[src/rtl/ultrasonic_scan_scheduler_if.sv]
// ultrasonic_scan_scheduler_if: sensor, trigger and result-read signals of the scan scheduler
interface ultrasonic_scan_scheduler_if;
  logic        enable;
  logic [3:0]  sensor_mask;
  logic [3:0]  echo;
  logic [3:0]  trigger;
  logic [1:0]  rd_sel;
  logic        rd_ack;
  logic [31:0] rd_data;
  logic [1:0]  rd_status;
  logic        busy;
  logic [1:0]  cur_sensor;
  logic        done;
  modport master (
    output enable, sensor_mask, echo, rd_sel, rd_ack,
    input  trigger, rd_data, rd_status, busy, cur_sensor, done
  );
  modport slave (
    input  enable, sensor_mask, echo, rd_sel, rd_ack,
    output trigger, rd_data, rd_status, busy, cur_sensor, done
  );
endinterface

[src/rtl/ultrasonic_scan_scheduler.sv]
// ultrasonic_scan_scheduler: round-robin trigger/echo-width measurement over four ultrasonic sensors
module ultrasonic_scan_scheduler #(
  parameter int unsigned TRIG_CYCLES    = 500,
  parameter int unsigned TIMEOUT_CYCLES = 1_500_000,
  parameter int unsigned GAP_CYCLES     = 3_000_000
) (
  input logic clk,
  input logic reset_l,
  ultrasonic_scan_scheduler_if.slave bus
);
  typedef enum logic [2:0] {IDLE, TRIG, WAIT_RISE, MEASURE, GAP} state_t;
  state_t      state_q, state_d;
  logic [1:0]  cur_q, cur_d, nxt;
  logic [31:0] cnt_q, cnt_d;
  logic [3:0]  trig_q, trig_d;
  logic [3:0]  sync1_q, sync2_q;
  logic [3:0]  valid_q, valid_d, to_q, to_d;
  logic [31:0] dist_q [4];
  logic [31:0] dist_d [4];
  logic        wr, wr_to, echo_s;
  logic [31:0] wr_data;
  always_comb begin
    nxt = cur_q;
    for (int i = 3; i >= 0; i--)
      if (bus.sensor_mask[cur_q + 2'(i + 1)]) nxt = cur_q + 2'(i + 1);
  end
  always_comb begin
    state_d = state_q;
    cur_d   = cur_q;
    cnt_d   = cnt_q;
    wr      = 1'b0;
    wr_to   = 1'b0;
    wr_data = '0;
    echo_s  = sync2_q[cur_q];
    case (state_q)
      IDLE:
        if (bus.enable && |bus.sensor_mask) begin
          state_d = TRIG;
          cur_d   = nxt;
          cnt_d   = '0;
        end
      TRIG:
        if (cnt_q == TRIG_CYCLES - 1) begin
          state_d = WAIT_RISE;
          cnt_d   = '0;
        end else cnt_d = cnt_q + 1;
      WAIT_RISE:
        // the rise cycle itself is the first cycle of echo width
        if (echo_s) begin
          state_d = MEASURE;
          cnt_d   = 32'd1;
        end else if (cnt_q == TIMEOUT_CYCLES - 1) begin
          state_d = GAP;
          cnt_d   = '0;
          wr      = 1'b1;
          wr_to   = 1'b1;
        end else cnt_d = cnt_q + 1;
      MEASURE:
        if (!echo_s) begin
          state_d = GAP;
          cnt_d   = '0;
          wr      = 1'b1;
          wr_data = cnt_q;
        end else if (cnt_q == TIMEOUT_CYCLES - 1) begin
          state_d = GAP;
          cnt_d   = '0;
          wr      = 1'b1;
          wr_to   = 1'b1;
          wr_data = TIMEOUT_CYCLES;
        end else cnt_d = cnt_q + 1;
      GAP:
        if (cnt_q == GAP_CYCLES - 1) begin
          state_d = IDLE;
          cnt_d   = '0;
        end else cnt_d = cnt_q + 1;
      default: state_d = IDLE;
    endcase
    if (!bus.enable && state_q != IDLE) begin
      state_d = IDLE;
      cnt_d   = '0;
      wr      = 1'b0;
    end
  end
  always_comb begin
    trig_d  = (state_d == TRIG) ? 4'b0001 << cur_d : '0;
    valid_d = valid_q;
    to_d    = to_q;
    dist_d  = dist_q;
    if (bus.rd_ack) valid_d[bus.rd_sel] = 1'b0;
    // a same-cycle write overrides the acknowledge
    if (wr) begin
      valid_d[cur_q] = 1'b1;
      to_d[cur_q]    = wr_to;
      dist_d[cur_q]  = wr_data;
    end
  end
  always_ff @(posedge clk or negedge reset_l)
    if (!reset_l) begin
      state_q <= IDLE;
      cur_q   <= 2'd3;
      cnt_q   <= '0;
      trig_q  <= '0;
      sync1_q <= '0;
      sync2_q <= '0;
      valid_q <= '0;
      to_q    <= '0;
      dist_q  <= '{default: '0};
    end else begin
      state_q <= state_d;
      cur_q   <= cur_d;
      cnt_q   <= cnt_d;
      trig_q  <= trig_d;
      sync1_q <= bus.echo;
      sync2_q <= sync1_q;
      valid_q <= valid_d;
      to_q    <= to_d;
      dist_q  <= dist_d;
    end
  assign bus.trigger    = trig_q;
  assign bus.rd_data    = dist_q[bus.rd_sel];
  assign bus.rd_status  = {to_q[bus.rd_sel], valid_q[bus.rd_sel]};
  assign bus.busy       = state_q != IDLE;
  assign bus.cur_sensor = cur_q;
  assign bus.done       = wr;
endmodule

[src/flat_wrapper.sv]
// flat-port wrapper written by rule: the top's interface ports become plain ports
module ultrasonic_scan_scheduler_flat 
#(
  parameter int unsigned TRIG_CYCLES    = 500,
  parameter int unsigned TIMEOUT_CYCLES = 1_500_000,
  parameter int unsigned GAP_CYCLES     = 3_000_000
)
  (clk, reset_l, bus_enable, bus_sensor_mask, bus_echo, bus_rd_sel, bus_rd_ack, bus_trigger, bus_rd_data, bus_rd_status, bus_busy, bus_cur_sensor, bus_done);
  ultrasonic_scan_scheduler_if bus_i ();
  input logic clk;
  input logic reset_l;
  input wire logic [$bits(bus_i.enable)-1:0] bus_enable;
  input wire logic [$bits(bus_i.sensor_mask)-1:0] bus_sensor_mask;
  input wire logic [$bits(bus_i.echo)-1:0] bus_echo;
  input wire logic [$bits(bus_i.rd_sel)-1:0] bus_rd_sel;
  input wire logic [$bits(bus_i.rd_ack)-1:0] bus_rd_ack;
  output wire logic [$bits(bus_i.trigger)-1:0] bus_trigger;
  output wire logic [$bits(bus_i.rd_data)-1:0] bus_rd_data;
  output wire logic [$bits(bus_i.rd_status)-1:0] bus_rd_status;
  output wire logic [$bits(bus_i.busy)-1:0] bus_busy;
  output wire logic [$bits(bus_i.cur_sensor)-1:0] bus_cur_sensor;
  output wire logic [$bits(bus_i.done)-1:0] bus_done;
  assign bus_i.enable = bus_enable;
  assign bus_i.sensor_mask = bus_sensor_mask;
  assign bus_i.echo = bus_echo;
  assign bus_i.rd_sel = bus_rd_sel;
  assign bus_i.rd_ack = bus_rd_ack;
  assign bus_trigger = bus_i.trigger;
  assign bus_rd_data = bus_i.rd_data;
  assign bus_rd_status = bus_i.rd_status;
  assign bus_busy = bus_i.busy;
  assign bus_cur_sensor = bus_i.cur_sensor;
  assign bus_done = bus_i.done;
  ultrasonic_scan_scheduler #(.TRIG_CYCLES(TRIG_CYCLES), .TIMEOUT_CYCLES(TIMEOUT_CYCLES), .GAP_CYCLES(GAP_CYCLES)) u_core (.clk(clk), .reset_l(reset_l), .bus(bus_i));
endmodule
[config.mk]
export PLATFORM = sky130hd
export DESIGN_NAME = ultrasonic_scan_scheduler_flat
export DESIGN_NICKNAME = d
export VERILOG_FILES = /design/src/rtl/ultrasonic_scan_scheduler_if.sv /design/src/rtl/ultrasonic_scan_scheduler.sv /design/src/flat_wrapper.sv
export SDC_FILE = /design/constraint.sdc
export NUM_CORES = 1
export LEC_CHECK = 0
export BUFFER_PORTS_ARGS = -buffer_cell sky130_fd_sc_hd__buf_2
export CORE_MARGIN = 3
export CORE_UTILIZATION = 50
export DETAILED_ROUTE_END_ITERATION = 8
export MAX_ROUTING_LAYER = met4
export PLACE_DENSITY_LB_ADDON = 0.3
export SYNTH_ARGS = -nofsm -noshare
export SYNTH_HDL_FRONTEND = slang
export SYNTH_SLANG_ARGS = --single-unit
[constraint.sdc]
create_clock -name clk -period 2.6 [get_ports clk]
set_input_delay 0.26 -clock clk [delete_from_list [all_inputs] [get_ports clk]]
set_output_delay 0.26 -clock clk [all_outputs]
set_load 0.02 [all_outputs]
==> results of run 1 <==
## repair_timing
action / CTS / global route
hold buffers: 5 / 0
setup buffers: 2 / 0
setup endpoints to repair: 1 / 140
resized for setup: 6 / 9
hold endpoints to repair: 65 / 0
pin swaps: 3 / 5
## power by group through the flow
stage	combinational (mW)	sequential (mW)	clock, mW
floorplan	0.624	3.07	0
global placement	0.965	3.04	0
detailed placement	1.00	3.04	0
CTS	1.02	2.98	2.81
global route	1.13	2.99	2.94
finish	1.03	2.98	2.78
## flip-flops by register name (all words and copies together), names as in the netlist
register               flops
u_core.bus.trigger         4
u_core.sync2_q             4
u_core.sync1_q             4
u_core.state_q             3
u_core.valid_q             4
u_core.bus.cur_sensor      2
u_core.to_q                4
u_core.dist_q            128
u_core.cnt_q              32
## synthesized netlist by cell type, drive strengths merged, types with 6 or more instances
cell | n | area (µm²)
a22o | 94 | 823
and2 | 10 | 62.6
and3 | 9 | 56.3
and4 | 6 | 52.6
buf | 27 | 205
clkbuf | 41 | 156
dfrtp | 183 | 4580
inv | 9 | 33.8
mux4 | 36 | 811
nand2 | 41 | 184
nand3 | 18 | 90.1
nand4 | 11 | 68.8
nor2 | 24 | 90.1
nor3 | 33 | 165
nor4 | 8 | 50.1
o21ai | 9 | 45.0
o2bb2ai | 41 | 359
xnor2 | 15 | 131
xor2 | 14 | 123
## routing by layer
metal / track usage (%) / routed length (µm)
met5: - / 0
met4: 8.65 / 537
met3: 5.11 / 1380
met2: 40.6 / 11100
met1: 33.8 / 9460
## kinds of logic (layout without fill, tap and decap cells)
logic type | count (synthesis) | in the layout | synth area share [%]
mux | 38 | 38 | 9.66
simple gates | 184 | 184 | 11.6
xor+xnor | 29 | 29 | 2.95
compound gates | 170 | 170 | 16.7
flops | 185 | 185 | 53.8
fa+ha+maj | 5 | 5 | 0.727
buf+inv | 77 | 181 | 4.59
## critical path, stage by stage, from the launching register on
cell      delay (ps)
dfrtp_1          350
ha_1             210
and3_1           240
nand4_1          200
or3_4            450
a211oi_4         280
buf_12           140
buf_8            100
## area by class of cell
cell class | count | area (µm²)
Tap cell | 220 | 275
Inverter | 9 | 33.8
Multi-Input combinational cell | 426 | 3650
Clock buffer | 18 | 439
Clock inverter | 14 | 201
Timing Repair Buffer | 140 | 1090
Sequential cell | 185 | 4630
Fill cell | 1289 | 6370
## worst min path at each step
stage | to | depth (start not counted) | startpoint
3_3_place_gp | u_core.dist_q[111] | 1 | reset_l
6_report | u_core.valid_q[1] | 4 | bus_rd_ack
3_5_place_dp | u_core.dist_q[79] | 1 | reset_l
4_1_cts | u_core.valid_q[3] | 4 | bus_rd_ack
5_1_grt | u_core.valid_q[3] | 4 | bus_rd_ack
2_1_floorplan | u_core.bus.trigger[0] | 0 | reset_l
## through the flow
step / setup TNS, ps / utilization [%] / area [µm²] / hold slack (ps) / setup slack [ps]
floorplan: -22720 / - / 8610 / -35.6 / -196
global placement: 0 / 57.1 / 9540 / 290 / 93.5
detailed placement: 0 / 57.1 / 9540 / 305 / 49.4
CTS: -13460 / 61.5 / 10300 / 169 / -199
global route: -12670 / 61.8 / 10300 / 186 / -172
finish: -907 / 61.8 / 10300 / 185 / -68.4
==> results by group, run 1 <==
Outcome
  • Status: finished, violations left
  • Failing checks: negative setup slack

Power
  • Reg power frac: 43.9%
  • Internal power: 4.86 mW
  • Sw Share: 28.4%
  • Pwr Density: 657 nW/µm²
  • LEAKAGE: 4.82 nW
  • Worst VDD drop: 429 µV
  • Switching power: 1.93 mW
  • Clock power frac: 40.9%
  • Comb power frac: between 10% and 20%
  • Power, Total: 6.79 mW

Logic synthesis
  • Synth warn: 0
  • Async set-reset flop share out of synthesis: 100%
  • Flip-flop and latch count after synthesis: between 150 and 200
  • Synth cell types: 56
  • Top FF cell, synth: dfrtp_1
  • Register area share after synthesis: 53.8%
  • EDFF count, synth: 0
  • Avg Inst Size Synth: 12.5 µm²
  • Synthesized area: 8610 µm²
  • Cell count after synthesis: 688
  • Post-Syn Nets: 707

Global route
  • Gr usage total: 25.7%
  • Remaining Overflow, GRT: 0
  • First-pass GRT wire length: 36300 µm
  • Largest net degree at the start of global routing: 67
  • Initial antenna violation count: 0
  • Vias in the first global route: 6765

Worst setup path
  • Worst EP arrival: 2410 ps
  • Reg2Reg Depth: 10
  • Critical path peak fanout: 4
  • Worst setup path startpoint: u_core.cnt_q[0]
  • Reg2Reg Setup Slack: -40 ps
  • Endpoint type of the worst setup path: output pin
  • Worst setup path endpoint: bus_done
  • Startpoint Class: register
  • RR Startpoint: u_core.cnt_q[0]
  • R2R Path End: u_core.dist_q[0]
  • Critical path required time: 2340 ps
  • Crit Path Class: reg -> out

Cells and area
  • Most frequent cells in the layout: 183 x dfrtp_1, 94 x a22o_1, 68 x buf_4, 53 x buf_2, 41 x o2bb2ai_1
  • Finished Layout Cells: 1012
  • Most common cell after layout, fill and taps aside: dfrtp_1
  • # nets final: 798
  • Share of cells above drive strength 1: roughly 28%
  • Diodes inserted: 0
  • P&R area growth vs syn: 20.0%

Timing
  • Final Hold Fails: 0
  • Maximum clock frequency: between 0.3 and 0.4 GHz
  • Setup violations, final: 69
  • Period utilization: 103%
  • RSZ-0062 raised after global routing: yes
  • Clock Skew: between 10 and 15 ps
  • Max transition margin: 57.3%
  • Final Max Tran Viols: 0
  • Tmin final: 2670 ps
  • Slew @ Worst Pin: 635 ps
  • Final worst setup slack: -68.4 ps

Clock tree
  • CTS Root Cell: clkbuf_16
  • CTS tree: built
  • Worst-Skew Late Latency: approximately 430 ps
  • CTS Sinks: ~190
  • Clock Tree Buf Depth: 2
  • H-tree Lvls: 4
  • Clk slew on worst S/H paths: 70 ps
  • Inserted Clock Buffers: 17

Routing
  • Antenna-violating nets left: 0
  • Residual DRC count: 0
  • Average routed wire per standard cell: 22.2 µm
  • DR iter-0 viols: 594
  • Vias per Instance: 6.44
  • DRT Pass-1 Iters: 5
  • Final WL: between 20000 and 25000 µm
  • Via Count: 6516

Placed design
  • Routability cong.: ~0.97
  • Dpl hpwl: 15000 µm
  • Port bufs: 55
  • Placed Cells: 973

Floorplan
  • Io pins: 56
  • Site Rows: 47
  • Chip height: 137 µm
  • Die Area: 18800 µm²
  • Initial core utilization: 51.6%
  • Core Region: 16700 µm²
  • Chip width: 137 µm

Min path
  • Worst Hold Class: in -> reg

Flow run
  • Max-capacitance violation count: 0
(Power assumes the default switching activity.)
==> run 2: changes to the inputs <==
Settings changed: CORE_MARGIN 3 to 2, SETUP_SLACK_MARGIN from default to 0.2, SKIP_LAST_GASP from default to 1.
==> results by group, run 2 (same netlist as run 1, synthesis figures left out) <==
Routing
  • Residual DRC count: 0 (unchanged)
  • Vias per Instance: 6.67 (was 6.44)
  • Final WL: 25600 µm (was 22500 µm)
  • DRT Pass-1 Iters: 5 (unchanged)
  • Antenna-violating nets left: 0 (unchanged)
  • Average routed wire per standard cell: 24.8 µm (was 22.2 µm)
  • DR iter-0 viols: 915 (was 594)
  • Via Count: 6889 (was 6516)

Global route
  • Gr usage total: 28.7% (was 25.7%)
  • Vias in the first global route: 6959 (was 6765)
  • Largest net degree at the start of global routing: 95 (was 67)
  • First-pass GRT wire length: 38800 µm (was 36300 µm)
  • Remaining Overflow, GRT: 0 (unchanged)
  • Initial antenna violation count: 0 (unchanged)

Timing
  • Period utilization: 102% (was 103%)
  • Maximum clock frequency: 0.376 GHz (was 0.375 GHz)
  • Final Hold Fails: 0 (unchanged)
  • Final worst setup slack: -60.0 ps (was -68.4 ps)
  • Slew @ Worst Pin: 1100 ps (was 635 ps)
  • Setup TNS: -2700 ps (was -907 ps)
  • Tmin final: 2660 ps (was 2670 ps)
  • Final Max Tran Viols: 0 (unchanged)
  • Clock Skew: 6.69 ps (was 10.2 ps)
  • Setup violations, final: 88 (was 69)
  • RSZ-0062 raised after global routing: yes (unchanged)
  • Max transition margin: 26.8% (was 57.3%)

Floorplan
  • Chip height: 135 µm (was 137 µm)
  • Site Rows: 47 (unchanged)
  • Chip width: 135 µm (was 137 µm)
  • Die Area: 18300 µm² (was 18800 µm²)
  • Core Region: 16700 µm² (unchanged)
  • Io pins: 56 (unchanged)
  • Initial core utilization: 51.6% (unchanged)

Cells and area
  • Diodes inserted: 0 (unchanged)
  • Sequential Area: 4630 µm² (unchanged)
  • Share of cells above drive strength 1: 36.2% (was 28.0%)
  • # nets final: 819 (was 798)
  • Multi-input logic area: 4210 µm² (was 3650 µm²)
  • Largest Register: u_core.dist_q (unchanged)
  • Finished Layout Cells: 1033 (was 1012)
  • P&R area growth vs syn: 30.1% (was 20.0%)
  • Fill cell count: 1139 (was 1289)
  • Cell area after layout: 11200 µm² (was 10300 µm²)
  • Most frequent cells in the layout: 183 x dfrtp_1, 94 x a22o_1, 64 x buf_4, 53 x buf_2 (was 183 x dfrtp_1, 94 x a22o_1, 68 x buf_4, 53 x buf_2, 41 x o2bb2ai_1)
  • Most common cell after layout, fill and taps aside: dfrtp_1 (unchanged)
  • Max FFs per register: 128 (unchanged)
  • Largest registers: u_core.dist_q x128, u_core.cnt_q x32 (unchanged)
  • Final Util: 67.1% (was 61.8%)

Clock tree
  • H-tree Lvls: 4 (unchanged)
  • Clock Tree Buf Depth: 2 (unchanged)
  • Clk slew on worst S/H paths: 70 ps (about the same)
  • CTS Root Cell: clkbuf_16 (unchanged)
  • Inserted Clock Buffers: 17 (unchanged)
  • CTS Sinks: 185 (unchanged)
  • Worst-Skew Late Latency: 440 ps (was 430 ps)
  • CTS tree: built (unchanged)

Worst setup path
  • Critical path peak fanout: 14 (was 4)
  • Worst EP arrival: 2980 ps (was 2410 ps)
  • Crit Path Class: reg -> reg (was reg -> out)
  • Startpoint Class: register (unchanged)
  • Critical path required time: 2920 ps (was 2340 ps)
  • Endpoint type of the worst setup path: register (was output pin)

Placed design
  • Dpl hpwl: 14500 µm (was 15000 µm)
  • Placed Cells: 963 (was 973)
  • Worst slack at placement: -118 ps (was 49.4 ps)
  • Placement Cell Area: 9450 µm² (was 9540 µm²)
  • Routability cong.: 0.971 (about the same)
  • Port bufs: 55 (unchanged)

Outcome
  • Status: finished, violations left (unchanged)
  • Failing checks: negative setup slack (unchanged)

Flow run
  • Max-capacitance violation count: 0 (unchanged)

Power
  • Worst VDD drop: 428 µV (was 429 µV)
  • LEAKAGE: 5.09 nW (was 4.82 nW)
  • Pwr Density: 625 nW/µm² (was 657 nW/µm²)

Min path
  • Worst Hold Class: in -> reg (unchanged)
==> run 2: changes by cell type in the layout (fill, tap and decap cells not counted), sizes merged <==
| cell | change |
|---|---|
| buf | +14 |
| clkbuf | +6 |
| nand2 | +4 |
| inv | -2 |
| bufinv | -1 |
==> run 2: layout make-up <==
class                   count  area share, %
clock inverters            11           1.22
clock buffers              21           4.11
flip-flops and latches    185           41.3
well taps                 220           2.46
inverters                   9          0.302
multi-input cells         430           37.5
repair buffers            157           13.0
==> run 2: critical path: stages, from the launching register on <==
cell and delay (ps):
dfrtp_1 400, nor2_1 370, nand4_1 210, or3_4 440
a211oi_4 260, buf_12 140, buf_12 110, buf_12 110
nand2_8 80, buf_12 180, a22o_1 220
==> run 2: report_power, final <==
part	switching [mW]	internal, mW
clock	1.16	1.49
sequential	0.0397	2.94
combinational	0.921	0.456
total	2.12	4.88
==> run 2: stage by stage <==
step,hold WS (ps),power [mW]
after floorplan,-35.6,3.70
after global placement,266,3.99
after detailed placement,282,4.03
after CTS,155,6.80
after global routing,180,7.23
final,160,7.00
==> run 2: what timing repair did <==
item                                    4_1_cts  5_1_grt
hold buffers                                  5        0
endpoints found under the hold margin        61        0
buffers inserted                             19        2
endpoints found under the setup margin      170      174
gates resized for setup                      60       51
pin swaps                                    20       27
cloned                                        8        4
==> run 2: worst paths after layout <==
path                                   start                end  slack (ps)  cells past startpoint
setup / recovery            u_core.cnt_q[23]  u_core.dist_q[88]         -60                     10
setup reg to reg            u_core.cnt_q[23]  u_core.dist_q[88]         -60                     10
max in group asynchronous            reset_l  u_core.dist_q[49]        1350                      3
hold reg to reg            u_core.sync1_q[2]  u_core.sync2_q[2]         350                      0
hold / removal                    bus_rd_ack  u_core.valid_q[1]         160                      4
min in group asynchronous            reset_l  u_core.dist_q[12]         370                      2
==> run 2: routing by layer <==
metal / part of all wire [%] / up-vias / wire length (µm) / global-route usage, %
met5: 0 / - / 0 / -
met4: 3.0 / 0 / 765 / 10.6
met2: 50 / 384 / 12900 / 45.5
met3: 7.8 / 83 / 2010 / 6.06
met1: 39 / 3565 / 9970 / 36.7
li1: - / 2857 / - / -
==> run 3: changes to the inputs <==
Settings changed: ABC_AREA from default to 1.
==> results by group, run 3 <==
Min path
  • Worst Hold Class: in -> reg (unchanged)
  • Hold wc startpoint: bus_rd_ack (unchanged)
  • Hold Path End: u_core.valid_q[0] (was u_core.valid_q[1])
  • Worst hold stages: 4 (unchanged)

Logic synthesis
  • Count leader, synth: nand2_1 (was dfrtp_1)
  • Post-synth top cells: 407 x nand2_1, 183 x dfrtp_1, 156 x nand3_1, 146 x nand4_1, 134 x nor2_1 (was 183 x dfrtp_1, 94 x a22o_1, 41 x o2bb2ai_1, 39 x clkbuf_1, 37 x nand2_1)
  • Largest area contributor in the synthesized netlist: dfrtp_1 (unchanged)
  • Register area share after synthesis: 46.0% (was 53.8%)
  • EDFF count, synth: 0 (unchanged)
  • Cell count after synthesis: 1320 (was 688)
  • Post-Syn Nets: 1339 (was 707)
  • Synth cell types: 36 (was 56)
  • Top post-synthesis cells by area: dfrtp_1 45%, nand2_1 15%, nand4_1 9.1% (was dfrtp_1 53%, a22o_1 9.6%, mux4_2 9.4%)
  • Async set-reset flop share out of synthesis: 100% (unchanged)
  • Area share of the largest cell type after synthesis: 45.4% (was 53.2%)
  • Flip-flop and latch count after synthesis: 185 (unchanged)
  • Synth warn: 0 (unchanged)
  • Top FF cell, synth: dfrtp_1 (unchanged)
  • Synthesized area: 10100 µm² (was 8610 µm²)
  • Avg Inst Size Synth: 7.63 µm² (was 12.5 µm²)

Cells and area
  • # nets final: 1373 (was 819)
  • Most frequent cells in the layout: 405 x nand2_1, 179 x dfrtp_1, 156 x nand3_1, 146 x nand4_1, 129 x nor2_1 (was 183 x dfrtp_1, 94 x a22o_1, 64 x buf_4, 53 x buf_2)
  • Largest Register: u_core.dist_q (unchanged)
  • P&R area growth vs syn: 11.6% (was 30.1%)
  • Diodes inserted: 0 (unchanged)
  • Max FFs per register: 128 (unchanged)
  • Largest registers: u_core.dist_q x128, u_core.cnt_q x32 (unchanged)
  • Most common cell after layout, fill and taps aside: nand2_1 (was dfrtp_1)
  • Share of cells above drive strength 1: 14.1% (was 36.2%)
  • Cell area after layout: 11200 µm² (about the same)

Worst setup path
  • Endpoint type of the worst setup path: output pin (was register)
  • RR Startpoint: u_core.bus.cur_sensor[0] (was u_core.cnt_q[23])
  • Reg2Reg Depth: 8 (was 10)
  • Critical path peak fanout: 4 (was 14)
  • WP depth: 11 (was 10)
  • Startpoint Class: register (unchanged)
  • Critical-path cell list: ha_4 -> nand2_2 -> nor2_4 -> nand3_2 -> nor2_4 -> nand2_4 -> nand2_1 -> nand2_2 -> o21ai_4 -> and2_4 -> buf_6 (was nor2_1 -> nand4_1 -> or3_4 -> a211oi_4 -> buf_12 -> buf_12 -> buf_12 -> nand2_8 -> buf_12 -> a22o_1)
  • Delay-heaviest family, CP: simple AND/OR/NAND/NOR gates (unchanged)
  • Reg2Reg Setup Slack: 340 ps (was -60 ps)
  • R2R Path End: u_core.dist_q[76] (was u_core.dist_q[88])
  • Crit path buffers/inverters: 1 (was 4)
  • Critical path required time: 2340 ps (was 2920 ps)
  • Crit Path Class: reg -> out (was reg -> reg)
  • Worst EP arrival: 2060 ps (was 2980 ps)
  • Critical path's slowest cell: dfrtp_1 (was or3_4)
  • CP peak stage delay: 420 ps (was 440 ps)

Routing
  • Via Count: 9435 (was 6889)
  • Residual DRC count: 0 (unchanged)
  • DRT Pass-1 Iters: 5 (unchanged)
  • Average routed wire per standard cell: 17.9 µm (was 24.8 µm)
  • Antenna-violating nets left: 0 (unchanged)
  • Vias per Instance: 5.79 (was 6.67)
  • Final WL: 29100 µm (was 25600 µm)
  • DR iter-0 viols: 1174 (was 915)

Outcome
  • Status: complete, no violations (was finished, violations left)

Power
  • Clock power frac: 31.0% (was 37.8%)
  • Pwr Density: 714 nW/µm² (was 625 nW/µm²)
  • Comb power frac: 30.9% (was 19.7%)
  • Switching power: 3.13 mW (was 2.12 mW)
  • Reg power frac: 38.2% (was 42.5%)
  • LEAKAGE: 5.77 nW (was 5.09 nW)
  • Worst VDD drop: 591 µV (was 428 µV)
  • Sw Share: 39.0% (was 30.3%)
  • Internal power: 4.90 mW (was 4.88 mW)

Global route
  • Met2 Resource Use GR: 43.6% (was 45.5%)
  • Initial antenna violation count: 0 (unchanged)
  • Vias in the first global route: 8887 (was 6959)
  • Gr usage total: 28.2% (was 28.7%)
  • First-pass GRT wire length: 47300 µm (was 38800 µm)
  • Remaining Overflow, GRT: 0 (unchanged)
  • Met1 Use GR: 39.2% (was 36.7%)
  • Most Used Layer, Global Route: met2 (unchanged)
  • Largest net degree at the start of global routing: 133 (was 95)
  • M3 GR Usage: 4.36% (was 6.06%)

Timing
  • Slew @ Worst Pin: 707 ps (was 1100 ps)
  • Maximum clock frequency: 0.431 GHz (was 0.376 GHz)
  • Tmin final: 2320 ps (was 2660 ps)
  • Setup violations, final: 0 (was 88)
  • Max transition margin: 52.7% (was 26.8%)
  • Setup TNS: 0 ps (was -2700 ps)
  • Final Hold Fails: 0 (unchanged)
  • RSZ-0062 raised after global routing: no (was yes)
  • Clock Skew: 11.3 ps (was 6.69 ps)
  • Period utilization: 89.2% (was 102%)
  • Final Max Tran Viols: 0 (unchanged)

Clock tree
  • Clk slew on worst S/H paths: 70 ps (about the same)
  • Inserted Clock Buffers: 17 (unchanged)
  • CTS Root Cell: clkbuf_16 (unchanged)
  • Worst-Skew Late Latency: 440 ps (about the same)
  • Clock Tree Buf Depth: 2 (unchanged)
  • H-tree Lvls: 4 (unchanged)
  • CTS Sinks: 185 (unchanged)
  • CTS tree: built (unchanged)

Floorplan
  • Core Region: 19600 µm² (was 16700 µm²)
  • Io pins: 56 (unchanged)
  • Die Area: 21300 µm² (was 18300 µm²)
  • Site Rows: 51 (was 47)
  • Initial core utilization: 51.4% (was 51.6%)
  • Chip height: 146 µm (was 135 µm)
  • Chip width: 146 µm (was 135 µm)

Placed design
  • Dpl hpwl: 17700 µm (was 14500 µm)
  • Placement Cell Area: 10500 µm² (was 9450 µm²)
  • Port bufs: 55 (unchanged)
  • Routability cong.: 0.933 (was 0.971)

Flow run
  • Max-capacitance violation count: 0 (unchanged)
-- run 3: per-layer routing --
layer / vias up / part of all wire [%]
li1: 4480 / -
met3: 40 / 7.3
met5: - / 0
met2: 393 / 47
met4: 0 / 1.6
met1: 4522 / 44
-- run 3: logic make-up after synthesis --
kind of cell / share of synthesized area [%]
fa+ha+maj: 0.621
compound gates: 4.10
xor+xnor: 0.956
buf+inv: 8.39
simple gates: 40.0
flops: 46.0
-- run 3: how the worst max path moves through the flow --
stage / to / start / slack (ps)
after floorplan: bus_done / u_core.bus.cur_sensor[0] / 580
after global placement: u_core.dist_q[108] / u_core.bus.cur_sensor[0] / 290
after detailed placement: u_core.dist_q[75] / u_core.bus.cur_sensor[0] / 260
after CTS: bus_done / u_core.cnt_q[24] / 210
after global routing: bus_done / u_core.cnt_q[1] / 180
final: bus_done / u_core.cnt_q[1] / 280
-- run 3: repair_timing --
action / CTS / global route
buffers inserted: 7 / 7
cloned: 0 / 1
pin swaps: 2 / 5
hold buffers: 5 / 0
hold endpoints to repair: 67 / 0
gates resized for setup: 4 / 21
setup endpoints to repair: 1 / 135
-- run 3: tightest hold or removal path: cells and delay by family --
kind	cells	cell delay, ps
buf+inv	1	120
simple gates	3	150
-- run 3: final cells by class --
cell class | count | area [µm²]
timing repair buffer | 107 | 766
tap | 265 | 332
clock inverter | 12 | 116
clock buffer | 18 | 429
multi-input combinational | 963 | 4660
fill | 1845 | 8340
sequential | 185 | 4640
inverter | 80 | 308
-- run 3: through the flow --
stage / utilization [%] / setup slack, ps / instances / total power [mW] / hold WS, ps
final: 57.4 / 281 / 1630 / 8.03 / 126
after global routing: 57.4 / 177 / 1630 / 8.40 / 139
after CTS: 56.7 / 208 / 1622 / 7.95 / 116
after detailed placement: 53.3 / 256 / 1580 / 5.42 / 313
after global placement: 53.3 / 291 / 1580 / 5.40 / 314
after floorplan: - / 583 / 1320 / 4.78 / -35.6
-- run 3: power by group through the flow --
stage	Sequential, mW	Clock [mW]	Combinational (mW)
after floorplan	3.14	0	1.64
after global placement	3.13	0	2.27
after detailed placement	3.13	0	2.30
after CTS	3.07	2.51	2.37
after global routing	3.08	2.63	2.69
final	3.07	2.49	2.48
